===== config.mk =====
export PLATFORM = sky130hd
export DESIGN_NAME = aes_128_loader
export DESIGN_NICKNAME = d
export VERILOG_FILES = /design/src/rtl/aes_pkg.sv /design/src/rtl/aes_result_fifo.sv /design/src/rtl/aes_128_loader.sv
export SDC_FILE = /design/constraint.sdc
export NUM_CORES = 1
export LEC_CHECK = 0
export ABC_CLOCK_PERIOD_IN_PS = 21700
export CORE_MARGIN = 8
export CORE_UTILIZATION = 55
export CTS_CLUSTER_SIZE = 25
export DETAILED_ROUTE_END_ITERATION = 10
export PLACE_DENSITY = 0.84
export SLEW_MARGIN = 20
export SYNTH_ARGS = -nofsm -noshare
export SYNTH_HDL_FRONTEND = slang
export SYNTH_SLANG_ARGS = --single-unit

===== constraint.sdc =====
create_clock -name clk -period 21.7 [get_ports clk]
set_input_delay 3.255 -clock clk [delete_from_list [all_inputs] [get_ports clk]]
set_output_delay 3.255 -clock clk [all_outputs]
set_load 0.02 [all_outputs]

===== src/rtl/aes_pkg.sv =====
// aes_pkg: shared constants and loader FSM state type for the AES-128 loader.
package aes_pkg;
  localparam int AES_BLOCK_W = 128;
  localparam int AES_WORD_W = 32;
  localparam int AES_LATENCY = 21;
  typedef enum logic [1:0] {LOAD_KEY, LOAD_STATE, ISSUE} state_e;
endpackage


===== src/rtl/aes_result_fifo.sv =====
// aes_result_fifo: synchronous result FIFO with occupancy count; data reads as 0 when empty.
module aes_result_fifo import aes_pkg::*; #(
  parameter int DEPTH = 4,
  parameter int W = AES_BLOCK_W
) (
  input  logic                         clk,
  input  logic                         rst,
  input  logic                         push_i,
  input  logic [W-1:0]                 data_i,
  input  logic                         pop_i,
  output logic [W-1:0]                 data_o,
  output logic                         valid_o,
  output logic [$clog2(DEPTH+1)-1:0]   count_o
);
  localparam int PW = DEPTH > 1 ? $clog2(DEPTH) : 1;
  localparam int CW = $clog2(DEPTH + 1);
  logic [W-1:0] mem_q [DEPTH];
  logic [PW-1:0] wr_q, wr_d, rd_q, rd_d;
  logic [CW-1:0] cnt_q, cnt_d;
  logic pop;
  assign pop = pop_i && cnt_q != '0;
  always_comb begin
    wr_d = push_i ? (wr_q == PW'(DEPTH - 1) ? '0 : wr_q + 1'b1) : wr_q;
    rd_d = pop ? (rd_q == PW'(DEPTH - 1) ? '0 : rd_q + 1'b1) : rd_q;
    cnt_d = cnt_q + CW'(push_i) - CW'(pop);
  end
  always_ff @(posedge clk or posedge rst) begin
    if (rst) begin
      wr_q <= '0;
      rd_q <= '0;
      cnt_q <= '0;
    end else begin
      wr_q <= wr_d;
      rd_q <= rd_d;
      cnt_q <= cnt_d;
    end
  end
  always_ff @(posedge clk) begin
    if (push_i) mem_q[wr_q] <= data_i;
  end
  assign valid_o = cnt_q != '0;
  assign data_o = valid_o ? mem_q[rd_q] : '0;
  assign count_o = cnt_q;
  // the issue credit rule guarantees a slot for every tagged result
  assert property (@(posedge clk) disable iff (rst) !(push_i && cnt_q == CW'(DEPTH)));
endmodule


===== src/rtl/aes_128_loader.sv =====
// aes_128_loader: assembles key/plaintext words, issues blocks to a free-running AES-128 pipeline
// under FIFO credit, and captures tagged results in order. Optional AES_LOADER_KEY_REUSE_EN adds key_reuse.
module aes_128_loader import aes_pkg::*; #(
  parameter int LATENCY = AES_LATENCY,
  parameter int FIFO_DEPTH = 4
) (
  input  logic                   clk,
  input  logic                   rst,
  input  logic [AES_WORD_W-1:0]  in_data,
  input  logic                   in_valid,
  output logic                   in_ready,
`ifdef AES_LOADER_KEY_REUSE_EN
  input  logic                   key_reuse,
`endif
  output logic [AES_BLOCK_W-1:0] core_state,
  output logic [AES_BLOCK_W-1:0] core_key,
  input  logic [AES_BLOCK_W-1:0] core_out,
  output logic [AES_BLOCK_W-1:0] out_data,
  output logic                   out_valid,
  input  logic                   out_ready
);
  localparam int SW = AES_BLOCK_W - AES_WORD_W;
  state_e state_q, state_d;
  logic [2:0] cnt_q, cnt_d;
  logic [AES_BLOCK_W-1:0] key_q, key_d, pt_q, pt_d, cs_q, cs_d, ck_q, ck_d;
  logic launch_q, launch_d;
  logic [LATENCY-1:0] tag_q, tag_d;
  logic [$clog2(FIFO_DEPTH+1)-1:0] fifo_cnt;
  logic accept, reuse, reuse_word, credit_ok;
`ifdef AES_LOADER_KEY_REUSE_EN
  assign reuse = key_reuse;
`else
  assign reuse = 1'b0;
`endif
  assign in_ready = !rst && state_q != ISSUE;
  assign accept = in_valid && in_ready;
  assign reuse_word = reuse && cnt_q == 3'd0;
  // launch_q covers the cycle before the core samples the new block
  assign credit_ok = $countones({tag_q, launch_q}) + int'(fifo_cnt) < FIFO_DEPTH;
  always_comb begin
    state_d = state_q;
    cnt_d = cnt_q;
    key_d = key_q;
    pt_d = pt_q;
    cs_d = cs_q;
    ck_d = ck_q;
    launch_d = 1'b0;
    tag_d = {tag_q[LATENCY-2:0], launch_q};
    if (accept) begin
      if (state_q == LOAD_KEY && !reuse_word) key_d = {key_q[SW-1:0], in_data};
      else pt_d = {pt_q[SW-1:0], in_data};
      cnt_d = reuse_word ? 3'd5 : cnt_q + 3'd1;
      state_d = (reuse_word || cnt_q == 3'd3) ? LOAD_STATE : cnt_q == 3'd7 ? ISSUE : state_q;
    end
    if (state_q == ISSUE && credit_ok) begin
      cs_d = pt_q;
      ck_d = key_q;
      launch_d = 1'b1;
      state_d = LOAD_KEY;
    end
  end
  always_ff @(posedge clk or posedge rst) begin
    if (rst) begin
      state_q <= LOAD_KEY;
      cnt_q <= '0;
      key_q <= '0;
      pt_q <= '0;
      cs_q <= '0;
      ck_q <= '0;
      launch_q <= 1'b0;
      tag_q <= '0;
    end else begin
      state_q <= state_d;
      cnt_q <= cnt_d;
      key_q <= key_d;
      pt_q <= pt_d;
      cs_q <= cs_d;
      ck_q <= ck_d;
      launch_q <= launch_d;
      tag_q <= tag_d;
    end
  end
  assign core_state = cs_q;
  assign core_key = ck_q;
  aes_result_fifo #(.DEPTH(FIFO_DEPTH), .W(AES_BLOCK_W)) u_fifo (
    .clk(clk),
    .rst(rst),
    .push_i(tag_q[LATENCY-1]),
    .data_i(core_out),
    .pop_i(out_ready),
    .data_o(out_data),
    .valid_o(out_valid),
    .count_o(fifo_cnt)
  );
endmodule


==> results_dict.tcl <==
set metrics [dict create \
    status "complete, no violations" \
    fp.dieH_um 286 \
    r2r.worst_path.cells 13 \
    gp_congestion 0.824 \
    cp_slowest_cell "clkdlybuf4s50_1" \
    timing.final.hold_violations 0 \
    postSynthCellCount 2026 \
    max_clock_freq_mhz 128 \
    die_area_um2 81600 \
    die_width_um 286 \
    clk-insertion-delay-late_ns 0.66 \
    nNetsFinal 2805 \
    grt_pass1_vias 22600 \
    fin_cells 3671 \
    postCtsHoldBufs 0 \
    firstDrtPassIters 5 \
    relSlewSlack_pct 27.1 \
    postCtsSetupRepairBufs 0 \
    initial_core_util_pct 55.2 \
    ys_ff_latch 1058 \
    vias_per_cell 5.69 \
    fillCellCount 4378 \
    p_total_mw 7.68 \
    skew_ns 0.0454 \
    synthesis.area_um2 40000 \
    port_buffers 549 \
    antenna_found_initial 29 \
    grt_usage_pct 24.0 \
    clk_path_buf_depth 3 \
    tightest_slew_ns 1.09 \
    tns_ns 0 \
    cap_violations 0 \
    rows 99 \
    fin_util_pct 68.9 \
    r2r_start "tag_q[10]" \
    cts_buffers 103 \
    grt_start_max_net_pins 188 \
    yosysSeqAreaShare_pct 72.6 \
    synth.avg_cell_area_um2 19.7 \
    r2r_slack_ns 16.21 \
    required_ns 18.45 \
    dr_total_vias 20900 \
    synth.net_count 2225 \
    cts-htree-levels 3 \
    path_class "in -> out" \
    dp_hpwl_mm 63.9 \
    critPathLaunchType "input pin" \
    cpPeakStageDelay_ns 0.61 \
    setup_viol 0 \
    period_needed_ns 7.82 \
    clk_pin_slew_worst_paths_ns 0.06 \
    drive_above_1_share_pct 31.1 \
    synth_warnings 0 \
    grt_pass1_wl_mm 147 \
    layout_common_cells "clkdlybuf4s50_1 (549), dfrtp_1 (544), mux2_2 (515)" \
    cts_resized 0 \
    critPathMaxFanout 5 \
    crit_path_end_kind "output pin" \
    area_delta_synth_final_pct 24.9 \
    rsz0062_at_grt "false" \
    worst_r2r_endpoint "core_key[54]" \
    hold_path_end "tag_q[5]" \
    path_common_cell "clkdlybuf4s50_1" \
    final_antenna_net_count 0 \
    slew_viol_final 0 \
    power_density_nw_per_um2 154 \
    detailedPlace.worstSlack_ns 13.88 \
    final_common_cell "clkdlybuf4s50_1" \
    ys_types 32 \
    final_area_um2 49900 \
    cts_tree "yes" \
    drt-total-wl_mm 100 \
    hold_class "reg -> reg" \
    placedCellCount 3457 \
    wire_per_inst_um 27.3 \
    root_buffer "clkbuf_16" \
    hold_start "tag_q[4]" \
    cellLeakagePower_nw 19.4 \
    grt-ovfl-total 0 \
    crit_arrival_ns 4.56 \
    num_io_pins 550 \
    hold_ws_ns 0.356 \
    cts_sinks 1058 \
    core_um2 72500 \
    path_cells "clkdlybuf4s50_1 > nor2_1 > clkdlybuf4s50_1" \
    period_share_pct 36.0 \
    setup_ws_ns 13.88 \
    drt_iter0_drc 1626 \
    min_path_cells 0 \
    placed_cell_area_um2 46300 \
    peakVddDrop_uv 121 \
    drc 0 \
]
==> Yosys cell counts <==
master | n | area (µm²)
clkbuf_1 | 19 | 71.3
xnor2_1 | 2 | 17.5
inv_1 | 30 | 113
ha_1 | 19 | 238
inv_2 | 1 | 3.75
a21boi_0 | 1 | 7.51
nand3b_1 | 1 | 7.51
nand2_1 | 3 | 11.3
mux2_2 | 515 | 5800
xor2_1 | 1 | 8.76
a211oi_1 | 1 | 7.51
mux2i_1 | 1 | 10.0
fa_1 | 16 | 320
o21ai_0 | 2 | 10.0
nor2b_1 | 1 | 6.26
or3_1 | 1 | 6.26
mux4_2 | 128 | 2880
buf_4 | 7 | 52.6
buf_2 | 45 | 225
nor4_1 | 1 | 6.26
a21oi_1 | 2 | 10.0
and2b_1 | 1 | 7.51
edfxtp_1 | 512 | 15400
buf_6 | 18 | 203
and2_1 | 133 | 832
nand2b_1 | 1 | 6.26
o2111ai_1 | 1 | 8.76
buf_1 | 10 | 37.5
dfrtp_1 | 546 | 13700
a21o_1 | 1 | 7.51
nor2_1 | 5 | 18.8
nor3_1 | 1 | 5.00
==> layout make-up <==
class	instances	area (µm²)	area share (%)
diodes	19	47.5	0.0952
clock buffers	130	2770	5.55
clock inverters	62	704	1.41
inverters	31	124	0.248
multi-input cells	838	10300	20.6
flip-flops and latches	1058	29000	58.2
well taps	959	1200	2.40
repair buffers	574	5780	11.6
==> where the power goes <==
group	internal, mW	total [mW]	leakage [nW]	switching, mW
Sequential	2.62	3.01	11.5	0.383
Clock	1.04	1.80	1.67	0.760
Combinational	1.49	2.87	6.27	1.38
Total	5.15	7.68	19.4	2.52
==> kinds of logic after synthesis <==
logic type	share of synthesized area [%]
and+or+nand+nor	2.27
xor gates and xnor gates	0.0657
adders and majority gates	1.40
muxes	21.7
DFF	72.6
buffers and inverters	1.77
AOI/OAI and AO/OA	0.128
==> worst max-delay path by stage <==
stage / slack, ns / cells after the start / to / startpoint
final: 13.88 / 3 / in_ready / rst
after global routing: 13.55 / 5 / out_data[42] / u_fifo.rd_q[0]
after CTS: 13.45 / 5 / out_data[76] / u_fifo.rd_q[0]
after detailed placement: 13.88 / 3 / in_ready / rst
after global placement: 13.85 / 3 / in_ready / rst
after floorplan: 3.18 / 1 / cnt_q[0] / rst
==> routing by layer <==
metal,up-vias,global-route usage (%),share of wire [%]
met1,10900,27.5,34
li1,8792,-,-
met4,22,8.80,3.5
met3,184,10.3,12
met5,-,0,0.14
met2,983,40.1,50
==> state kept, by name, indices dropped and copies added (netlist names) <==
signal / count
u_fifo.mem_q: 512
u_fifo.wr_q: 2
state_q: 2
key_q: 128
tag_q: 21
u_fifo.rd_q: 2
cnt_q: 3
pt_q: 128
core_state: 128
launch_q: 1
u_fifo.count_o: 3
core_key: 128
==> worst max-delay path, delay by kind of cell <==
family,cells,cell delay (ns)
buf+inv,2,1.16
simple gates,1,0.15
Note: power is estimated with default switching activity, not from simulation.
